$ cat src/rtl/multicycle_ctrl.sv
`default_nettype none
// +--------------------------------------------------------------------------+
// | multicycle_ctrl : multi-cycle RV32I subset (addi/add/bne/ecall) sequencer |
// | Rev 1.0                                                                  |
// +--------------------------------------------------------------------------+
module multicycle_ctrl #(
  parameter int                  DATA_WIDTH = 32,
  parameter int                  ADD_WIDTH  = 5,
  parameter int                  PC_WIDTH   = 32,
  parameter logic [PC_WIDTH-1:0] RESET_PC   = '0
) (
  input  logic                  clk,
  input  logic                  rst_n,
  input  logic                  start,
  output logic [PC_WIDTH-1:0]   instr_addr,
  input  logic [31:0]           instr,
  input  logic                  EQ,
  output logic [ADD_WIDTH-1:0]  AD1,
  output logic [ADD_WIDTH-1:0]  AD2,
  output logic [ADD_WIDTH-1:0]  AD3,
  output logic                  WE3,
  output logic                  ALUsrc,
  output logic [DATA_WIDTH-1:0] Immop,
  output logic                  busy,
  output logic                  halted,
  output logic                  illegal
);

  localparam logic [2:0] S_IDLE   = 3'd0;
  localparam logic [2:0] S_FETCH  = 3'd1;
  localparam logic [2:0] S_DECODE = 3'd2;
  localparam logic [2:0] S_EXEC   = 3'd3;
  localparam logic [2:0] S_WB     = 3'd4;
  localparam logic [2:0] S_HALT   = 3'd5;

  logic [2:0]          state_q, state_d;
  logic [PC_WIDTH-1:0] pc_q, pc_d;
  logic [31:0]         ir_q, ir_d;
  logic                illegal_q, illegal_d;

  logic [6:0]          opcode;
  logic [2:0]          funct3;
  logic                is_addi, is_add, is_bne, is_ecall;
  logic [PC_WIDTH-1:0] br_off, br_target;

  assign opcode   = ir_q[6:0];
  assign funct3   = ir_q[14:12];
  assign is_addi  = (opcode == 7'b0010011) && (funct3 == 3'b000);
  assign is_add   = (opcode == 7'b0110011) && (funct3 == 3'b000) && (ir_q[31:25] == 7'd0);
  assign is_bne   = (opcode == 7'b1100011) && (funct3 == 3'b001);
  assign is_ecall = (ir_q == 32'h0000_0073);

  // B-type offset is sign-extended to the full PC width so wrap-around stays modular
  assign br_off    = {{(PC_WIDTH-13){ir_q[31]}}, ir_q[31], ir_q[7], ir_q[30:25], ir_q[11:8], 1'b0};
  assign br_target = EQ ? (pc_q + PC_WIDTH'(4)) : (pc_q + br_off);

  always_ff @(posedge clk or negedge rst_n) begin
    if (!rst_n) begin
      state_q   <= S_IDLE;
      pc_q      <= RESET_PC;
      ir_q      <= '0;
      illegal_q <= 1'b0;
    end else begin
      state_q   <= state_d;
      pc_q      <= pc_d;
      ir_q      <= ir_d;
      illegal_q <= illegal_d;
    end
  end

  always_comb begin
    state_d   = state_q;
    pc_d      = pc_q;
    ir_d      = ir_q;
    illegal_d = illegal_q;
    case (state_q)
      S_IDLE, S_HALT: begin
        if (start) begin
          state_d   = S_FETCH;
          pc_d      = RESET_PC;
          illegal_d = 1'b0;
        end
      end
      S_FETCH:  state_d = S_DECODE;
      S_DECODE: begin
        ir_d    = instr;
        state_d = S_EXEC;
      end
      S_EXEC: begin
        if (is_addi || is_add) begin
          state_d = S_WB;
        end else if (is_bne) begin
          if (br_target[1]) begin
            state_d   = S_HALT;
            illegal_d = 1'b1;
          end else begin
            pc_d    = br_target;
            state_d = S_FETCH;
          end
        end else begin
          state_d   = S_HALT;
          illegal_d = !is_ecall;
        end
      end
      S_WB: begin
        pc_d    = pc_q + PC_WIDTH'(4);
        state_d = S_FETCH;
      end
      default: state_d = S_IDLE;
    endcase
  end

  always_comb begin
    AD1    = '0;
    AD2    = '0;
    AD3    = '0;
    WE3    = 1'b0;
    ALUsrc = 1'b0;
    Immop  = '0;
    if (state_q == S_EXEC || state_q == S_WB) begin
      AD1    = ADD_WIDTH'(ir_q[19:15]);
      AD2    = ADD_WIDTH'(ir_q[24:20]);
      AD3    = ADD_WIDTH'(ir_q[11:7]);
      ALUsrc = is_addi;
      if (is_addi) Immop = {{(DATA_WIDTH-12){ir_q[31]}}, ir_q[31:20]};
      // x0 is hard-wired, so a write to it is suppressed rather than issued
      WE3    = (state_q == S_WB) && (ir_q[11:7] != 5'd0);
    end
  end

  assign instr_addr = pc_q;
  assign busy       = (state_q == S_FETCH) || (state_q == S_DECODE) ||
                      (state_q == S_EXEC)  || (state_q == S_WB);
  assign halted     = (state_q == S_HALT);
  assign illegal    = illegal_q;

endmodule
`default_nettype wire

$ cat config.mk
export PLATFORM = sky130hd
export DESIGN_NAME = multicycle_ctrl
export DESIGN_NICKNAME = d
export VERILOG_FILES = /design/src/rtl/multicycle_ctrl.sv
export SDC_FILE = /design/constraint.sdc
export NUM_CORES = 1
export LEC_CHECK = 0
export CORE_AREA = 2 2 101 103
export DETAILED_ROUTE_END_ITERATION = 10
export DIE_AREA = 0 0 103 105
export GPL_TIMING_DRIVEN = 0
export PLACE_DENSITY_LB_ADDON = 0.05
export SYNTH_ARGS = -nofsm -noshare
export SYNTH_HDL_FRONTEND = slang
export SYNTH_SLANG_ARGS = --single-unit
$ cat constraint.sdc
create_clock -name clk -period 5.7 [get_ports clk]
set_clock_uncertainty 0.2 [all_clocks]
set_input_delay 1.14 -clock clk [delete_from_list [all_inputs] [get_ports clk]]
set_output_delay 1.14 -clock clk [all_outputs]
set_load 0.03 [all_outputs]
* Word level (Yosys, flattened, before mapping)
Index checks and enable logic that the tools add are counted.
Cells by class: add/sub/neg operators 2, equality and inequality tests 15, multiplexer cells 23, reduce and logical (&&, ||, !) cells 20
Operators with widths (count):
- two-way mux 32 bit | 7
- case mux 32 bit (3 select lines) | 1
- adder 32 x 3 -> 32 bit (second input constant) | 1
- adder 32 bit | 1
- == test 32 x 7 -> 1 bit (second input constant) | 1
- two-way mux 5 bit | 3
- case mux 3 bit (5 select lines) | 1
- two-way mux 3 bit | 4
- inequality test 2 bit (second input constant) | 4
- == test 7 x 5 -> 1 bit (second input constant) | 1
- == test 7 x 6 -> 1 bit (second input constant) | 1
- == test 7 bit (second input constant) | 1
- logical NOT 7 bit | 1
- == test 3 x 1 -> 1 bit (second input constant) | 2
- == test 3 x 2 -> 1 bit (second input constant) | 2
- == test 3 bit (second input constant) | 2
- logical NOT 3 bit | 2
- two-way mux 1 bit | 6
- logical AND 1 bit | 5
- logical OR 1 bit | 5
- AND reduction 5 bit | 1
- nonzero test 5 bit | 1
- AND reduction 4 bit | 1
- inequality test 3 bit (second input constant) | 1
- other kinds (5) | 5
Word-level totals: register bits 68, bits of input ports 36, output and inout bits 84, logic and storage cells 64

* Logic depth before layout (Yosys ltp)
Gate-level depths: netlist of run 1.
depth after elaboration 6, gate-level depth with buffers 11, mapped depth without buffers 10

* Worst setup path after synthesis of run 1
No wires, ideal clock.
path type register to output, start point register state_q[2], end point output Immop[12], data arrival time 2.347 ns, required time 4.360 ns, setup slack 2.013 ns, stages on the path, launching flop included 9, buffers on the path 3, cell sequence dfrtp_1 -> clkbuf_1 -> nor2b_1 -> and2_1 -> buf_2 -> nor2_1 -> nor3b_1 -> and2_1 -> buf_4
Between the ends: longest elaborated chain between the ends 3, elaborated cells on any way between the ends 4, those cells by class eq/ne: 2; mux: 1; reduce/logical: 1
RTL lines:
- start: declaration | line 36 | logic [2:0] state_q, state_d;
- start signal: assignment | line 64 | state_q <= state_d;
- == test 3 x 2 -> 1 bit / == test 3 bit (equally long branches) | line 120 | if (state_q == S_EXEC || state_q == S_WB) begin
- logical OR 1 bit (*) | line 120
- two-way mux 32 bit (*) | line 120
- end: declaration | line 23 | output logic [DATA_WIDTH-1:0] Immop,
Mark *: on every way between the ends. The rest lies on a longest branch, timed or not.

* Worst setup path after layout of run 1
start point register state_q[2], end point output Immop[18]
The elaborated chain is that of the path after synthesis.

==> results.yml, run 1 <==
detailed_routing:
  vias_per_cell: 5.97
  first_pass_iters: 5
  drt_iter0_drc: 383
  ant_nets: 0
  dr_total_vias: 5340
  drcViolationCount: 0
  wire_per_inst_microns: 17.7
  drt_wl_total_mm: 15.8
timing:
  worst_pin_slew_ns: 0.961
  rsz0062_at_grt: "false"
  timing.hold.ws_ns: 0.311
  final.setup.tns_ns: 0
  setup_viol: 0
  hold_viol_final: 0
  fmax_ghz: 0.191
  finalMaxSlewViolations: 0
  fin_crit_sh_pct: 91.9
  min_period_ns: 5.24
  relSlewSlack_pct: 35.9
floorplan:
  die_h_microns: 105
  die_w_microns: 103
  ios: 120
  core_sq_um: 9640
  fp-row-count: 36
  initial_utilization_pct: 55.6
  dieArea_sq_um: 10800
clock_tree:
  cts.sinks: 66
  cts_max_level: 3
  post_cts_buffers: 0
  tritoncts: "built"
  hold_buffers: 0
  cts_root_buf: "clkbuf_8"
  path_clk_slew_ns: 0.07
  clk_latency_ns: 0.36
  cts_buffers: 9
  cts_resized: 0
  cts_buffer_depth: 2
power_and_ir_drop:
  p_total_w: 0.00399
  p_per_area_nw_per_um2: 581
  power_leakage_nw: 2.85
  peakVddDrop_uv: 360
logic_synthesis:
  ys_seq_area_share_pct: 30.8
  synth-edff-count: 0
  synth.largest_area_cell: "dfrtp_1"
  synth_area_leaders: "dfrtp_1, ha_1, mux2_2"
  synth.most_common_cell: "dfrtp_1"
  synthCells: 628
  synth_common_cells: "dfrtp_1, o21ai_0, a21oi_1, nor2_1, nand2_1"
  synth.distinct_cells: 66
  async_reset_ff_share_pct: 100
  synth_area_sq_um: 5360
  synth.avg_cell_area_sq_um: 8.53
  ys_ff_latch: 66
  yosys_warnings: 0
  synth_top_area_share_pct: 30.8
  synth_ff_type: "dfrtp_1"
grt:
  grt_pass1_vias: 5227
  grt_pass1_wl_mm: 25.6
  grt_antenna_before_repair: 0
  grt.total_usage_pct: 30.1
  overflow: 0
  grt_max_degree: 67
finish:
  diodes: 0
  multi_input_area_sq_um: 3360
  nets: 823
  fill_cells: 777
  register_area_sq_um: 1650
  synthToLayoutAreaGrowth_pct: 28.0
  layout-drive-gt1-share_pct: 12.1
critical_path:
  rrSetupSlack_ns: 2.00
  worstSetupStartpointType: "register"
  path_cells: "clkbuf_1, nand2b_1, nor2_1, nor2_1, nor3b_1, and2_1, buf_4, clkdlybuf4s50_1"
  crit_type: "register to primary output"
  cpLargestDelayFamily: "simple AND/OR/NAND/NOR gates"
  endpoint_kind: "primary output"
  crit_path_max_incr_delay_ns: 0.68
  critPathSlowestCell: "clkdlybuf4s50_1"
  crit_top_cell: "nor2_1"
  required_ns: 4.36
  worstPathBufferInverterCount: 3
  cp_data_arrival_time_ns: 3.90
  crit_fanout: 21
place:
  gp_congestion: 0.957
  port_buffers: 116
  hpwl_mm: 11.8
outcome:
  status: "finished, final reports clean"
min_path:
  worst_hold_path_type: "register to register"
job:
  maxCapViolations: 0
## stage by stage
stage | instance area (sq um) | util (%) | std cells | setup slack, ns
2_1_floorplan | 5360 | - | 629 | 2.01
3_3_place_gp | 6690 | 69.4 | 878 | 1.00
3_5_place_dp | 6690 | 69.4 | 878 | 0.835
4_1_cts | 6860 | 71.2 | 894 | 0.460
5_1_grt | 6860 | 71.2 | 894 | 0.147
6_report | 6860 | 71.2 | 894 | 0.462
## per-layer routing
layer | wire, microns | GRT usage (%) | vias to the layer above
li1 | - | - | 2564
met1 | 6720 | 39.2 | 2531
met2 | 7680 | 49.0 | 217
met3 | 1140 | 6.49 | 28
met4 | 309 | 10.7 | 0
met5 | 0 | 0 | -
## cell type report
| cell class | count | area share [%] |
|---|---|---|
| multi-input combinational | 494 | 48.9 |
| sequential | 66 | 24.1 |
| timing repair buffer | 116 | 16.9 |
| buffer | 55 | 4.41 |
| tap | 133 | 2.43 |
| clock buffer | 11 | 2.06 |
| inverter | 14 | 0.766 |
| clock inverter | 5 | 0.438 |
## registers in the layout, summed over array words and instances, names as in the netlist
signal      cells
illegal         1
instr_addr     30
ir_q           32
state_q         3
## report_power, final
part           switching, W  total (W)  internal, W
sequential         0.000336    0.00103     0.000690
clock              0.000190   0.000357     0.000167
combinational       0.00152    0.00260      0.00108
## layout by cell type (no fill, tap or decap), types with 4 or more instances in the layout
cell type / instances
clkbuf_8: 10
nor4b_1: 4
nor2b_1: 23
and2_1: 16
buf_4: 25
a31oi_1: 11
nand4_1: 9
o21ai_0: 56
a21o_1: 12
o21a_1: 4
o211ai_1: 6
buf_2: 5
nor2_1: 42
ha_1: 30
nand3_1: 25
inv_1: 14
clkbuf_1: 24
nor3_1: 7
dfrtp_1: 66
nand2_1: 38
nor4_1: 9
clkdlybuf4s50_1: 115
o21bai_1: 7
xor2_1: 9
xnor2_1: 17
mux2_2: 33
and3_1: 16
a211oi_1: 4
a22o_1: 4
o22ai_1: 5
a21oi_1: 47
## final timing paths
path	start	to	depth (start not counted)
worst max-delay path	state_q[2]$_DFFE_PN0P_	Immop[18]	8
worst min-delay path	ir_q[14]$_DFFE_PN0P_	ir_q[14]$_DFFE_PN0P_	1
worst max register to register	ir_q[31]$_DFFE_PN0P_	instr_addr[29]$_DFFE_PN0P_	9
worst min register to register	ir_q[14]$_DFFE_PN0P_	ir_q[14]$_DFFE_PN0P_	1
max in group asynchronous	rst_n	instr_addr[31]$_DFFE_PN0P_	1
min in group asynchronous	rst_n	ir_q[11]$_DFFE_PN0P_	1
## kinds of logic after synthesis
kind of cell / Yosys count / synth area share, %
simple gates: 209 / 20.9
compound gates: 191 / 22.6
other cells: 1 / 0.0700
flops: 66 / 30.8
fa+ha+maj: 31 / 7.38
xor+xnor: 26 / 4.25
mux: 35 / 7.31
buf+inv: 69 / 6.63
Note: power is estimated with default switching activity, not from simulation.
==> run 2: changes to the inputs <==
Settings changed: CORE_AREA 2 2 101 103 to 2 2 110 112, DIE_AREA 0 0 103 105 to 0 0 112 114.
Clock period 5.7 ns to 4.52 ns, I/O delays scaled along.
==> run 2 against run 1 <==
Via count shrank 0.77%. Clock-buffer cell count shrank 1. Worst setup slack lost 0.18 ns. Largest power group unchanged.
==> results.yml, run 2 (same netlist as run 1, synthesis figures left out) <==
timing:
  setup_viol: 0
  fmax_ghz: 0.236
  hold_viol_final: 0
  rsz0062_at_grt: "false"
  finalMaxSlewViolations: 0
  relSlewSlack_pct: 35.8
  min_period_ns: 4.24
  final.setup.tns_ns: 0
  fin_crit_sh_pct: 93.8
  worst_pin_slew_ns: 0.963
finish:
  largest_reg_flops: 32
  diodes: 0
  synthToLayoutAreaGrowth_pct: 30.8
  register_area_sq_um: 1650
  multi_input_area_sq_um: 3370
  most-common-layout-cells: "clkdlybuf4s50_1, dfrtp_1, o21ai_0"
  nets: 823
  largest-register: "ir_q"
  final_cell_area_sq_um: 7010
  fill_cells: 1076
  final_common_cell: "clkdlybuf4s50_1"
  layout-drive-gt1-share_pct: 12.6
clock_tree:
  cts_buffer_depth: 2
  cts_max_level: 3
  path_clk_slew_ns: 0.05
  post_cts_buffers: 0
  tritoncts: "built"
  cts_root_buf: "clkbuf_16"
  clk_latency_ns: 0.34
  cts_buffers: 9
  hold_buffers: 0
  cts.sinks: 66
min_path:
  min_from: "ir_q[1]$_DFFE_PN0P_"
  worst_hold_path_type: "register to register"
  hold_depth: 1
place:
  hpwl_mm: 11.8
  gp_congestion: 0.975
  placed_area_sq_um: 6710
  port_buffers: 116
outcome:
  status: "finished, final reports clean"
floorplan:
  die_w_microns: 112
  core_sq_um: 11700
  dieArea_sq_um: 12800
  die_h_microns: 114
  initial_utilization_pct: 45.8
  ios: 120
  fp-row-count: 40
critical_path:
  worstSetupStartpointType: "register"
  critPathSlowestCell: "clkdlybuf4s50_1"
  crit_fanout: 21
  crit_path_start: "state_q[2]$_DFFE_PN0P_"
  rr_worst_depth: 9
  rrSetupSlack_ns: 0.68
  path_cells: "clkbuf_1, nand2b_1, nor2_1, nor2_2, nor3b_2, and2_4, buf_4, clkdlybuf4s50_1"
  r2r_start: "ir_q[31]$_DFFE_PN0P_"
  required_ns: 3.42
  crit_path_max_incr_delay_ns: 0.67
  crit_type: "register to primary output"
  cp_data_arrival_time_ns: 3.14
  worstPathBufferInverterCount: 3
  endpoint_kind: "primary output"
  cpLargestDelayFamily: "simple AND/OR/NAND/NOR gates"
  cp_num_cells: 8
detailed_routing:
  drt_wl_total_mm: 15.9
  drt_iter0_drc: 455
  ant_nets: 0
  dr_total_vias: 5299
  wire_per_inst_microns: 17.6
  vias_per_cell: 5.84
  first_pass_iters: 5
  drcViolationCount: 0
grt:
  grt.total_usage_pct: 25.0
  grt_max_degree: 67
  overflow: 0
  grt_pass1_wl_mm: 25.8
  grt_antenna_before_repair: 0
  grt_pass1_vias: 5160
job:
  maxCapViolations: 0
power_and_ir_drop:
  p_per_area_nw_per_um2: 751
  power_leakage_nw: 2.91
  peakVddDrop_uv: 448
## run 2: cell types whose count changed in the layout (fill, tap and decap cells not counted)
cell	change
and2_1	-1
bufinv_16	+1
nor3b_2	+1
clkbuf_2	+1
clkbuf_8	-9
nor3b_1	-1
clkinv_2	-1
nor2_1	-1
clkbuf_1	-2
nor2_2	+1
clkbuf_16	+9
and2_4	+1
## run 2: area by class of cell
class | count | share of cell area (%)
flip-flops and latches | 66 | 23.6
inverters | 14 | 0.750
multi-input cells | 494 | 48.0
plain buffers | 55 | 4.34
clock inverters | 5 | 0.785
clock buffers | 10 | 3.41
repair buffers | 116 | 16.5
well taps | 147 | 2.62
## run 2: what timing repair did
action / in CTS / in global routing
cloned: 0 / 0
gates resized for setup: 2 / 4
endpoints found under the setup margin: 30 / 39
## run 2: path summary, 6_finish.rpt
path	endpoint
worst min register to register	ir_q[1]$_DFFE_PN0P_
worst max register to register	instr_addr[29]$_DFFE_PN0P_
min in group asynchronous	ir_q[28]$_DFFE_PN0P_
worst max-delay path	Immop[31]
worst min-delay path	ir_q[1]$_DFFE_PN0P_
max in group asynchronous	instr_addr[19]$_DFFE_PN0P_
## run 2: stage by stage
stage          utilization, %  power, W  setup slack (ns)  hold WS (ns)  instances
2_1_floorplan               -   0.00348              1.07         0.280        629
3_3_place_gp             57.3   0.00446            0.0643         0.290        892
3_5_place_dp             57.3   0.00452            0.0292         0.297        892
4_1_cts                  59.8   0.00524            0.0390         0.309        907
5_1_grt                  59.9   0.00566            0.0393         0.325        907
6_report                 59.9   0.00527             0.280         0.312        907
## run 2: power breakdown
| part | internal, W | switching (W) | leakage, nW |
|---|---|---|---|
| Combinational | 0.00136 | 0.00192 | 1.93 |
| Sequential | 0.000872 | 0.000411 | 0.837 |
| Clock | 0.000437 | 0.000263 | 0.140 |
| Total | 0.00267 | 0.00259 | 2.91 |
## run 2: layer usage
metal	vias to the layer above	global-route usage, %	wire length, microns
met5	-	0	0
met4	0	7.48	256
met3	23	4.68	1020
met2	182	41.7	7490
met1	2531	33.4	7190
li1	2563	-	-
## run 2: worst reg2reg max path, delay by kind of cell (launching register included)
family / cells / cell delay, ns
adders and majority gates: 1 / 0.48
xor gates and xnor gates: 1 / 0.22
and+or+nand+nor: 1 / 0.22
DFF: 1 / 0.97
AOI/OAI and AO/OA: 6 / 1.62
